[src/rtl/dff_arb_pkg.sv]
// ---------------------------------------------------------------------------
// dff_arb_pkg
// Shared definitions for the shared-register arbiter slice.
//   NREQ    : default number of requesters (power of two; the round-robin
//             wrap relies on natural pointer overflow)
//   WIDTH   : default width of the shared register
//   state_t : arbiter FSM states
//     IDLE  : waiting for any request
//     WRITE : owner chosen, its data is loaded into the register
//     HOLD  : owner keeps the grant until it drops its request
// ---------------------------------------------------------------------------
package dff_arb_pkg;

  localparam int NREQ  = 4;
  localparam int WIDTH = 8;

  typedef enum logic [1:0] {
    IDLE  = 2'd0,
    WRITE = 2'd1,
    HOLD  = 2'd2
  } state_t;

endpackage

[src/rtl/rr_pick.sv]
// ---------------------------------------------------------------------------
// rr_pick
// Combinational round-robin selector.
//   req    [NREQ-1:0] : pending requests
//   ptr    [PW-1:0]   : index holding highest priority this round
//   winner [NREQ-1:0] : one-hot winner, all-zero when req is zero
// Search order is ptr, ptr+1, ... wrapping modulo NREQ, so ptr-1 is the
// lowest priority.
// ---------------------------------------------------------------------------
module rr_pick #(
  parameter int NREQ = dff_arb_pkg::NREQ,
  localparam int PW = (NREQ > 1) ? $clog2(NREQ) : 1
) (
  input  logic [NREQ-1:0] req,
  input  logic [PW-1:0]   ptr,
  output logic [NREQ-1:0] winner
);

  logic [PW-1:0] idx;
  logic          found;

  // Walk the requesters starting at ptr; the PW-bit add wraps modulo NREQ
  // because NREQ is a power of two. First hit wins, the rest are masked.
  always_comb begin
    winner = '0;
    found  = 1'b0;
    idx    = '0;
    for (int i = 0; i < NREQ; i++) begin
      idx = ptr + i[PW-1:0];
      if (!found && req[idx]) begin
        winner[idx] = 1'b1;
        found       = 1'b1;
      end
    end
  end

endmodule

[src/rtl/dff_bank_arbiter.sv]
// ---------------------------------------------------------------------------
// dff_bank_arbiter
// Round-robin arbiter in front of one shared D-flip-flop register. A winning
// requester gets a grant, its data slice is written into q on the following
// edge together with a one-cycle ack, and the grant is held until the
// requester lowers its request.
//   clk                      : clock, rising edge
//   rst                      : synchronous active-high reset
//   req     [NREQ-1:0]       : level write requests, held until ack
//   data_in [NREQ*WIDTH-1:0] : write data, requester i in [i*WIDTH +: WIDTH]
//   grant   [NREQ-1:0]       : registered one-hot owner
//   ack     [NREQ-1:0]       : registered one-hot write-complete pulse
//   q       [WIDTH-1:0]      : shared register contents
//   busy                     : high whenever the FSM is not IDLE
// ---------------------------------------------------------------------------
module dff_bank_arbiter #(
  parameter int NREQ  = dff_arb_pkg::NREQ,
  parameter int WIDTH = dff_arb_pkg::WIDTH
) (
  input  logic                  clk,
  input  logic                  rst,
  input  logic [NREQ-1:0]       req,
  input  logic [NREQ*WIDTH-1:0] data_in,
  output logic [NREQ-1:0]       grant,
  output logic [NREQ-1:0]       ack,
  output logic [WIDTH-1:0]      q,
  output logic                  busy
);

  import dff_arb_pkg::*;

  localparam int PW = (NREQ > 1) ? $clog2(NREQ) : 1;

  state_t          state;
  logic [PW-1:0]   ptr;
  logic [PW-1:0]   win_idx;
  logic [NREQ-1:0] pick;

  rr_pick #(.NREQ(NREQ)) u_rr_pick (
    .req    (req),
    .ptr    (ptr),
    .winner (pick)
  );

  function automatic logic [PW-1:0] onehot_to_idx(input logic [NREQ-1:0] oh);
    logic [PW-1:0] r;
    r = '0;
    for (int i = 0; i < NREQ; i++) begin
      if (oh[i]) r = i[PW-1:0];
    end
    return r;
  endfunction

  assign busy = (state != IDLE);

  // Arbiter FSM plus the shared register. The winner index is captured at
  // grant time so WRITE and HOLD never look at the selector again; requests
  // from other requesters are ignored until the FSM is back in IDLE.
  // ack defaults low every cycle so it can only ever be a single pulse.
  always_ff @(posedge clk) begin
    if (rst) begin
      state   <= IDLE;
      ptr     <= '0;
      win_idx <= '0;
      grant   <= '0;
      ack     <= '0;
      q       <= '0;
    end else begin
      ack <= '0;
      case (state)
        IDLE: begin
          if (|req) begin
            grant   <= pick;
            win_idx <= onehot_to_idx(pick);
            state   <= WRITE;
          end
        end
        WRITE: begin
          q     <= data_in[win_idx*WIDTH +: WIDTH];
          ack   <= grant;
          state <= HOLD;
        end
        HOLD: begin
          if (!req[win_idx]) begin
            grant <= '0;
            ptr   <= win_idx + 1'b1;
            state <= IDLE;
          end
        end
        default: begin
          grant <= '0;
          state <= IDLE;
        end
      endcase
    end
  end

endmodule

[config.mk]
export PLATFORM = sky130hd
export DESIGN_NAME = dff_bank_arbiter
export DESIGN_NICKNAME = d
export VERILOG_FILES = /design/src/rtl/dff_arb_pkg.sv /design/src/rtl/rr_pick.sv /design/src/rtl/dff_bank_arbiter.sv
export SDC_FILE = /design/constraint.sdc
export NUM_CORES = 1
export LEC_CHECK = 0
export ABC_CLOCK_PERIOD_IN_PS = 3400
export BUFFER_PORTS_ARGS = -buffer_cell sky130_fd_sc_hd__buf_2
export CORE_MARGIN = 4
export CORE_UTILIZATION = 40
export CTS_CLUSTER_SIZE = 25
export DETAILED_ROUTE_END_ITERATION = 12
export PLACE_DENSITY = 0.68
export RECOVER_POWER = 50
export SLEW_MARGIN = 20
export SYNTH_ARGS = -nofsm -noshare
export SYNTH_HDL_FRONTEND = slang
export SYNTH_SLANG_ARGS = --single-unit
[constraint.sdc]
create_clock -name clk -period 3.4 [get_ports clk]
set_clock_uncertainty 0.2 [all_clocks]
set_input_delay 0.34 -clock clk [delete_from_list [all_inputs] [get_ports clk]]
set_output_delay 0.34 -clock clk [all_outputs]
set_load 0.05 [all_outputs]
# Word level (Yosys, flattened, before mapping)
# Cells that the tools add are included.
# op_classes
n_addsub	4
n_lt_le_gt_ge	9
n_eq_ne	4
shifts	1
n_mux	34
bitwise	5
n_reduce_logical	18
# op_table
op	count
indexed part select 32 x 6 -> 8 bit	1
2-to-1 mux 4 bit	6
< comparator 2 x 3 -> 1 bit (second input constant)	5
2-to-1 mux 1 bit	13
bitwise OR 4 bit	3
case mux 4 bit (3 select lines)	1
binary-select mux 1 bit (select 2 bit)	5
demux 1 bit (select 2 bit)	4
greater-or-equal comparator 2 x 1 -> 1 bit (second input constant)	4
2-to-1 mux 2 bit	4
logical AND 1 bit	7
case mux 2 bit (3 select lines)	1
AND reduction 2 bit	3
adder 2 x 1 -> 2 bit (second input constant)	2
adder 2 bit (second input constant)	2
inequality test 2 bit (second input constant)	2
OR reduction 4 bit	1
zero test 1 bit	3
AND reduction 3 bit	1
equality test 2 x 1 -> 1 bit (second input constant)	1
equality test 2 bit (second input constant)	1
zero test 2 bit	1
inverter 1 bit	2
nonzero test 2 bit	1
OR reduction 2 bit	1
# totals
register_bits	22
out_inout_bits	17
elab_cells	81

# Longest topological paths before layout
# Gate-level depths: netlist (run 1).
# depth
depth_word	15
ltp_mapped	7
depth_no_buf	7

# Hierarchy
# From an unflattened synthesis (run 1), not the netlist that was laid out.
# unflattened
cells_unflattened	142
hier_area_um2	1413.9
# by_module_without_submodules
mod	n_inst	cells_each	area_each_um2	seq_area_each_um2
dff_bank_arbiter	1	106	1076.0	440.4
rr_pick	1	36	337.8	0.0

# Least setup slack after synthesis (run 1)
# Ideal clock, no wire load.
# synth_path
path_type	register -> register
from	reg ptr[0]
to	reg win_idx[0]
arrival_time_ns	2.474
required_time_ns	3.112
slack_ns	0.637
stages_incl_launch_ff	8
n_path_buf	0
synth_period_minus_slack_ns	2.763
cell_sequence	dfxtp_1 -> inv_1 -> ha_1 -> mux4_2 -> or3b_1 -> o221ai_1 -> o211ai_2 -> a311oi_2
# synth_between
elab_chain_cells	15
elab_cells_between_ends	50
classes_between	add/sub (3); order compare (8); mux (26); bitwise (3); reduce/logical (10)
# synth_rtl
item	line_no	text
from (decl)	dff_bank_arbiter.sv:35	logic [PW-1:0] ptr;
from (signal assigned)	dff_bank_arbiter.sv:86	ptr <= win_idx + 1'b1;
branches (longest 11 deep; another with < comparator 2 x 3 -> 1 bit)	--	
2-to-1 mux 4 bit *	rr_pick.sv:30	if (!found && req[idx]) begin
2-to-1 mux 1 bit	dff_bank_arbiter.sv:49	if (oh[i]) r = i[PW-1:0];
2-to-1 mux 2 bit	dff_bank_arbiter.sv:49	
2-to-1 mux 2 bit *	dff_bank_arbiter.sv:49	
to (signal assigned)	dff_bank_arbiter.sv:74	win_idx <= onehot_to_idx(pick);
to (decl)	dff_bank_arbiter.sv:36	logic [PW-1:0] win_idx;
# Every way passes the cells marked *. The select of a mux whose other input is x is not followed.
# A chain may end at the register's enable or synchronous reset.

# Worst setup path in the final report (run 1)
# Ends and elaborated chain as after synthesis.

==> impl_metrics.env, run 1 <==
export IMPL_status="finished clean"
export IMPL_regToRegEndpoint="win_idx[0]"
export IMPL_ir_drop_v=0.000245
export IMPL_cts_root_buf="clkbuf_4"
export IMPL_ys_warn_count=0
export IMPL_cpMaxStageDelayCell="mux4_2"
export IMPL_clk_pin_slew_ns=0.12
export IMPL_synthTopCellsByCount="nand2_1 (26), dfxtp_1 (22), a21oi_1 (15), mux4_2 (12)"
export IMPL_cts_repair_resized=0
export IMPL_track_usage_pct=14.7
export IMPL_clkPwrFrac_pct=25.5
export IMPL_finalPower_mw=0.779
export IMPL_drc=0
export IMPL_detail_route_antenna_nets=0
export IMPL_post_cts_buffers=0
export IMPL_hp_class="primary input to flop"
export IMPL_numPortBuffers=54
export IMPL_p_int_mw=0.514
export IMPL_grt_pass1_wl_um=5040
export IMPL_slew_headroom_pct=58.9
export IMPL_ys_seq_area_share_pct=32.5
export IMPL_grt_max_degree=20
export IMPL_drt_pass1_iterations=5
export IMPL_critPathMaxFanout=8
export IMPL_syn_nets=178
export IMPL_placed_cells=226
export IMPL_fin_crit_ns=2.95
export IMPL_p_per_area_nw_per_um2=467
export IMPL_max_freq_mhz=339
export IMPL_chipHeight_um=66.2
export IMPL_fp_dieW_um=66.2
export IMPL_setup_viol=0
export IMPL_timing_rr_start="ptr[0]"
export IMPL_ctsLongestPathBuffers=2
export IMPL_antenna_found_initial=0
export IMPL_drive_above_1_share_pct=34.4
export IMPL_start_kind="flop"
export IMPL_path_cells="inv_1 -> ha_1 -> mux4_2 -> or3b_1 -> o221ai_1 -> o211ai_2 -> a311oi_2"
export IMPL_hold_start="rst"
export IMPL_yosysTopAreaCellShare_pct=32.5
export IMPL_yosysMostFrequentCell="nand2_1"
export IMPL_finalSetupTns_ns=0
export IMPL_drtIter0Drc=44
export IMPL_grt_pass1_vias=1159
export IMPL_drt_wl_total_um=3080
export IMPL_yosysTopAreaCell="dfxtp_1"
export IMPL_critPathKind="flop to flop"
export IMPL_synthArstFlopShare_pct=0
export IMPL_die_area_um2=4380
export IMPL_vias_per_cell=5.11
export IMPL_cp_arrival_ns=2.98
export IMPL_holdPathStages=2
export IMPL_fin_util_pct=52.9
export IMPL_seqPwrFrac_pct=39.3
export IMPL_area_growth_synth_to_final_pct=23.1
export IMPL_drv_cap=0
export IMPL_ys_seq_elements=22
export IMPL_synth_area_top_cells="dfxtp_1 (33%), mux4_2 (20%), nand2_1 (7.2%)"
export IMPL_worst_pin_slew_ns=0.620
export IMPL_gp_congestion=0.874
export IMPL_placed_area_um2=1630
export IMPL_synth_cells=134
export IMPL_postLayoutCellArea_um2=1670
export IMPL_rows=20
export IMPL_synth_edf_count=0
export IMPL_synth_cell_type_count=34
export IMPL_route_vias_total=1175
export IMPL_stdcell_count=230
export IMPL_worstPathRequired_ns=3.44
export IMPL_start_util_pct=43.0
export IMPL_cts_sinks=22
export IMPL_synth_area_um2=1360
export IMPL_r2r_cells=7
export IMPL_period_share_pct=86.7
export IMPL_rsz0062_at_grt="false"
export IMPL_finalHoldViolations=0
export IMPL_slowest_delay_ns=0.60
export IMPL_switching_share_pct=34.1
export IMPL_synth_area_per_cell_um2=10.1
export IMPL_ff2ff_setup_slack_ns=0.45
export IMPL_cts_tree="built"
export IMPL_crit_path_end_kind="flop"
export IMPL_core_um2=3150
export IMPL_power_leakage_nw=0.650
export IMPL_worstSkewPairLatency_ns=0.31
export IMPL_fin_nets=231
export IMPL_cts_buffers=3
export IMPL_cts_max_level=1
export IMPL_io_pins=55
export IMPL_p_switching_mw=0.265
export IMPL_grt_overflow_total=0
export IMPL_synth_main_ff_cell="dfxtp_1"
export IMPL_post_drt_wl_per_cell_um=13.4
export IMPL_drv_slew=0
export IMPL_combPwrFrac_pct=35.2
export IMPL_antenna_cells=0
export IMPL_hpwl_um=2500
export IMPL_cts_hold_buf=0
export IMPL_min_to="state[0]"
critical path: cells and delay by family, from the launching register on:
family	cells	cell delay, ns
AND/OR/NAND/NOR	1	0.40
adder cells (fa/ha/maj)	1	0.36
buffers and inverters	1	0.16
flip-flops	1	0.54
multiplexers	1	0.60
AO/OA/AOI/OAI	3	0.62
power by group through the flow:
stage	clock network (mW)	registers, mW	logic (mW)
final	0.199	0.306	0.274
after global routing	0.215	0.310	0.299
after CTS	0.203	0.306	0.280
after detailed placement	0	0.312	0.279
after global placement	0	0.310	0.275
after floorplan	0	0.359	0.173
through the flow:
| step | setup slack (ns) | hold slack [ns] |
|---|---|---|
| final | 0.453 | 0.200 |
| after global routing | 0.259 | 0.227 |
| after CTS | 0.437 | 0.194 |
| after detailed placement | 0.460 | 0.249 |
| after global placement | 0.540 | 0.241 |
| after floorplan | 0.637 | 0.300 |
state kept, by name, indices dropped and copies added, names as in the netlist:
register  cells
grant         4
state         2
q             8
win_idx       2
ack           4
ptr           2
area by class of cell:
cell class / count / area, µm²
Clock buffer: 3 / 22.5
Clock inverter: 1 / 30.0
Fill cell: 322 / 1490
Inverter: 4 / 15.0
Multi-Input combinational cell: 101 / 845
Sequential cell: 22 / 440
Tap cell: 44 / 55.1
Timing Repair Buffer: 55 / 260
cells by family after synthesis:
kind of cell,count (synthesis),synth area share [%]
AOI/OAI and AO/OA,29,13.9
DFF,22,32.5
and+or+nand+nor,51,19.6
buffers and inverters,11,5.17
adders and majority gates,6,5.54
xor gates and xnor gates,1,0.646
muxes,14,22.6
routing by layer:
layer	vias up	track usage [%]	share of wire, %
li1	590	-	-
met1	553	16.8	41
met2	32	27.5	54
met3	0	4.25	5.5
met4	0	1.52	0
met5	-	0	0
layout by cell type (no fill, tap or decap), types with 2 or more instances in the layout:
cell,count
buf_2,40
nand2_1,26
dfxtp_1,22
a21oi_1,15
clkbuf_1,14
mux4_2,12
nor2_1,6
ha_1,6
inv_1,4
o21ai_0,4
nor3b_1,3
and2_0,3
clkbuf_4,3
or2_2,2
nor2b_1,2
nand2b_1,2
o221ai_1,2
and2_1,2
worst max path at each step:
stage,startpoint,end,slack [ns],cells after the start
after global placement,ptr[0],win_idx[0],0.54,7
final,ptr[0],win_idx[0],0.45,7
after CTS,ptr[0],win_idx[0],0.44,7
after detailed placement,ptr[0],win_idx[0],0.46,7
after global routing,ptr[0],win_idx[0],0.26,7
after floorplan,ptr[0],win_idx[0],0.64,7
Power figures use the tool's default switching activity.
==> inputs of run 2 (changes only) <==
--- a/config.mk
+++ b/config.mk
@@ -5,7 +5,7 @@
 export SDC_FILE = /design/constraint.sdc
 export NUM_CORES = 1
 export LEC_CHECK = 0
-export ABC_CLOCK_PERIOD_IN_PS = 3400
+export ABC_CLOCK_PERIOD_IN_PS = 2790
 export BUFFER_PORTS_ARGS = -buffer_cell sky130_fd_sc_hd__buf_2
 export CORE_MARGIN = 4
 export CORE_UTILIZATION = 40
==> constraint.sdc (replaced) <==
create_clock -name clk -period 2.79 [get_ports clk]
set_clock_uncertainty 0.2 [all_clocks]
set_input_delay 0.279 -clock clk [delete_from_list [all_inputs] [get_ports clk]]
set_output_delay 0.279 -clock clk [all_outputs]
set_load 0.05 [all_outputs]
==> run 2 against run 1 <==
Count of clock-buffer cells in the layout did not move. Global-route usage is 0.38 points higher. Sequential share of layout area fell by 0.31 points. Cell area is 1.2% higher.
==> impl_metrics.env, run 2 (synthesized netlist as in run 1, its figures left out) <==
export IMPL_hpwl_um=2520
export IMPL_cts_tree="built"
export IMPL_finalSetupTns_ns=0
export IMPL_slowest_delay_ns=0.60
export IMPL_cp_arrival_ns=2.68
export IMPL_final_common_cell="buf_2"
export IMPL_holdPathStages=2
export IMPL_ff2ff_setup_slack_ns=0.15
export IMPL_fin_nets=233
export IMPL_largest_reg_flops=8
export IMPL_drt_wl_total_um=3150
export IMPL_cts_max_level=1
export IMPL_crit_end="win_idx[0]"
export IMPL_cts_hold_buf=0
export IMPL_stdcell_count=232
export IMPL_grt_pass1_vias=1190
export IMPL_rsz0062_at_grt="false"
export IMPL_chipHeight_um=66.2
export IMPL_grt_max_degree=20
export IMPL_drv_cap=0
export IMPL_drt_pass1_iterations=4
export IMPL_hold_start="rst"
export IMPL_area_growth_synth_to_final_pct=24.6
export IMPL_finalHoldViolations=0
export IMPL_status="finished clean"
export IMPL_fill_cells=323
export IMPL_worstSetupStartpoint="ptr[0]"
export IMPL_die_area_um2=4380
export IMPL_numPortBuffers=54
export IMPL_drtIter0Drc=33
export IMPL_drive_above_1_share_pct=35.1
export IMPL_drc=0
export IMPL_gp_congestion=0.750
export IMPL_cts_buffers=3
export IMPL_multi_input_area_um2=851
export IMPL_postLayoutCellArea_um2=1690
export IMPL_fp_dieW_um=66.2
export IMPL_top_register="q"
export IMPL_placed_area_um2=1650
export IMPL_max_freq_mhz=378
export IMPL_drv_slew=0
export IMPL_seqCellArea_um2=440
export IMPL_start_kind="flop"
export IMPL_crit_path_end_kind="flop"
export IMPL_p_per_area_nw_per_um2=565
export IMPL_detail_route_antenna_nets=0
export IMPL_post_drt_wl_per_cell_um=13.6
export IMPL_route_vias_total=1181
export IMPL_power_leakage_nw=0.659
export IMPL_start_util_pct=43.0
export IMPL_rows=20
export IMPL_antenna_found_initial=0
export IMPL_io_pins=55
export IMPL_worstPathRequired_ns=2.83
export IMPL_critPathKind="flop to flop"
export IMPL_regToRegEndpoint="win_idx[0]"
export IMPL_cpMaxStageDelayCell="mux4_2"
export IMPL_path_cells="inv_1 -> ha_1 -> mux4_2 -> or3b_1 -> o221ai_2 -> o211ai_2 -> a311oi_2"
export IMPL_grt_pass1_wl_um=5260
export IMPL_track_usage_pct=15.0
export IMPL_worstSkewPairLatency_ns=0.31
export IMPL_whs_ns=0.153
export IMPL_fin_crit_ns=2.64
export IMPL_ir_drop_v=0.000486
export IMPL_period_share_pct=94.8
export IMPL_setup_viol=0
export IMPL_vias_per_cell=5.09
export IMPL_grt_overflow_total=0
export IMPL_ctsLongestPathBuffers=2
export IMPL_cts_repair_resized=0
export IMPL_r2r_cells=7
export IMPL_final_cell_mix="buf_2 (39), nand2_1 (26), dfxtp_1 (22)"
export IMPL_placed_cells=228
export IMPL_slew_headroom_pct=59.3
export IMPL_cts_root_buf="clkbuf_4"
export IMPL_timing_rr_start="ptr[0]"
export IMPL_clk_pin_slew_ns=0.12
export IMPL_hp_class="primary input to flop"
export IMPL_antenna_cells=0
export IMPL_critPathMaxFanout=7
export IMPL_worst_pin_slew_ns=0.613
export IMPL_core_um2=3150
export IMPL_largestRegisters="q: 8 flops, ack: 4 flops, grant: 4 flops"
export IMPL_post_cts_buffers=0
export IMPL_cts_sinks=22
-- run 2: report_power, final --
| part | total, mW | internal [mW] | switching [mW] |
|---|---|---|---|
| combinational | 0.342 | 0.141 | 0.202 |
| clock | 0.240 | 0.145 | 0.0950 |
| sequential | 0.371 | 0.344 | 0.0273 |
| total | 0.953 | 0.629 | 0.324 |
-- run 2: area by class of cell --
class / instances / share of cell area [%]
Multi-Input combinational cell: 101 / 50.4
Sequential cell: 22 / 26.1
Timing Repair Buffer: 57 / 16.2
Tap cell: 44 / 3.26
Clock inverter: 1 / 1.78
Clock buffer: 3 / 1.33
Inverter: 4 / 0.890
-- run 2: per-layer routing --
metal | GRT usage, % | wire, µm | share of wire, % | vias up
li1 | - | - | - | 596
met1 | 19.1 | 1250 | 40 | 553
met2 | 26.1 | 1700 | 54 | 32
met3 | 4.08 | 199 | 6.3 | 0
met4 | 1.52 | 0 | 0 | 0
met5 | 0 | 0 | 0 | -
-- run 2: worst min-delay path by stage --
| stage | endpoint | slack (ns) |
|---|---|---|
| final | q[2] | 0.15 |
| after floorplan | win_idx[0] | 0.29 |
| after detailed placement | q[7] | 0.25 |
| after global placement | q[7] | 0.24 |
| after CTS | grant[3] | 0.14 |
| after global routing | ptr[0] | 0.16 |
-- run 2: through the flow --
stage	setup WS [ns]	total power [mW]	utilization, %
after detailed placement	0.125	0.724	52.3
after floorplan	0.0274	0.647	-
final	0.146	0.953	53.5
after global placement	0.208	0.716	52.3
after CTS	0.121	0.965	53.9
after global routing	0.0352	1.01	53.5
-- run 2: critical path, delay by kind of cell (launching register included) --
kind,cells,cell delay (ns)
multiplexers,1,0.60
AO/OA/AOI/OAI,3,0.59
AND/OR/NAND/NOR,1,0.43
flip-flops,1,0.34
adder cells (fa/ha/maj),1,0.33
buffers and inverters,1,0.08
==> inputs of run 3 (changes only) <==
--- a/config.mk
+++ b/config.mk
@@ -11,7 +11,7 @@
 export CORE_UTILIZATION = 40
 export CTS_CLUSTER_SIZE = 25
 export DETAILED_ROUTE_END_ITERATION = 12
-export PLACE_DENSITY = 0.68
+export PLACE_DENSITY = 0.79
 export RECOVER_POWER = 50
 export SLEW_MARGIN = 20
 export SYNTH_ARGS = -nofsm -noshare
==> run 3 against run 2 <==
Clock power up 2%. Setup slack got worse by 0.022 ns. Fmax is 0.82% lower. Non-clock buffer count up 1. Cell count is 0.43% higher. Largest cell class unchanged.
==> impl_metrics.env, run 3 (synthesized netlist as in run 1, its figures left out) <==
export IMPL_grt_max_degree=20
export IMPL_p_per_area_nw_per_um2=569
export IMPL_cts_max_level=1
export IMPL_finalPower_mw=0.965
export IMPL_final_cell_mix="buf_2 (39), nand2_1 (26), dfxtp_1 (22)"
export IMPL_final_common_cell="buf_2"
export IMPL_worstPathRequired_ns=2.83
export IMPL_critPathMaxFanout=7
export IMPL_rows=20
export IMPL_gr_max_usage_layer="met2"
export IMPL_gp_congestion=0.895
export IMPL_drv_cap=0
export IMPL_start_kind="flop"
export IMPL_power_leakage_nw=0.664
export IMPL_start_util_pct=43.0
export IMPL_cts_sinks=22
export IMPL_grtUsageMet2_pct=27.1
export IMPL_setup_viol=0
export IMPL_rsz0062_at_grt="false"
export IMPL_worstSkewPairLatency_ns=0.31
export IMPL_critPathKind="flop to flop"
export IMPL_hp_class="primary input to flop"
export IMPL_gr_usage_met1_pct=19.1
export IMPL_grt_pass1_wl_um=5240
export IMPL_fp_dieW_um=66.2
export IMPL_antenna_found_initial=0
export IMPL_top_register="q"
export IMPL_worst_pin_slew_ns=0.627
export IMPL_crit_path_end_kind="flop"
export IMPL_vias_per_cell=5.07
export IMPL_drc=0
export IMPL_largest_reg_flops=8
export IMPL_postLayoutCellArea_um2=1700
export IMPL_ir_drop_v=0.000352
export IMPL_track_usage_pct=15.3
export IMPL_drive_above_1_share_pct=35.4
export IMPL_period_share_pct=95.6
export IMPL_cts_buffers=3
export IMPL_cts_root_buf="clkbuf_4"
export IMPL_clk_pin_slew_ns=0.13
export IMPL_drt_pass1_iterations=4
export IMPL_largestRegisters="q: 8 flops, ack: 4 flops, grant: 4 flops"
export IMPL_max_freq_mhz=375
export IMPL_finalSetupTns_ns=0
export IMPL_stdcell_count=233
export IMPL_cts_tree="built"
export IMPL_placed_area_um2=1660
export IMPL_post_drt_wl_per_cell_um=14.4
export IMPL_ctsLongestPathBuffers=2
export IMPL_whs_ns=0.152
export IMPL_fin_nets=234
export IMPL_hpwl_um=2650
export IMPL_placed_cells=229
export IMPL_drt_wl_total_um=3360
export IMPL_fin_util_pct=53.8
export IMPL_area_growth_synth_to_final_pct=25.1
export IMPL_cp_arrival_ns=2.70
export IMPL_fin_crit_ns=2.67
export IMPL_io_pins=55
export IMPL_route_vias_total=1181
export IMPL_drtIter0Drc=80
export IMPL_core_um2=3150
export IMPL_antenna_cells=0
export IMPL_slew_headroom_pct=58.4
export IMPL_pre_cts_ws_ns=0.137
export IMPL_met3_usage_pct=3.91
export IMPL_timing_final_ws_setup_ns=0.124
export IMPL_numPortBuffers=54
export IMPL_die_area_um2=4380
export IMPL_drv_slew=0
export IMPL_cts_hold_buf=0
export IMPL_status="finished clean"
export IMPL_grt_pass1_vias=1126
export IMPL_finalHoldViolations=0
export IMPL_detail_route_antenna_nets=0
export IMPL_grt_overflow_total=0
export IMPL_chipHeight_um=66.2
## run 3: power breakdown
part           leakage, nW  switching [mW]  total (mW)  internal (mW)
clock               0.0279          0.0984       0.244          0.145
sequential           0.180          0.0198       0.363          0.344
combinational        0.456           0.214       0.358          0.144
## run 3: critical path, stage by stage (launching register included)
cell and delay (ns):
dfxtp_1 0.36, inv_1 0.09, ha_1 0.33, mux4_2 0.60, or3b_1 0.43, o221ai_2 0.23
o211ai_2 0.10, a311oi_2 0.26
## run 3: layout make-up
| cell class | count | area (µm²) |
|---|---|---|
| clock buffer | 3 | 22.5 |
| clock inverter | 1 | 30.0 |
| fill | 309 | 1460 |
| inverter | 4 | 15.0 |
| multi-input combinational | 101 | 851 |
| sequential | 22 | 440 |
| tap | 44 | 55.1 |
| timing repair buffer | 58 | 282 |
## run 3: repair_timing
| item | CTS | global route |
|---|---|---|
| endpoints found under the setup margin | 0 | 1 |
| gates resized for setup | 0 | 1 |
| buffers inserted | 0 | 0 |
## run 3: worst paths after layout
path                            startpoint          to  slack [ns]  cells after the start
worst min register to register        q[2]        q[2]        0.26                      2
worst max-delay path                ptr[0]  win_idx[0]        0.12                      7
worst min-delay path                   rst      ptr[0]        0.15                      2
worst max register to register      ptr[0]  win_idx[0]        0.12                      7
## run 3: metal layers
| metal | wire length (µm) | vias to the layer above |
|---|---|---|
| met3 | 134 | 2 |
| li1 | - | 595 |
| met1 | 1400 | 561 |
| met4 | 15 | 0 |
| met2 | 1810 | 23 |
| met5 | 0 | - |
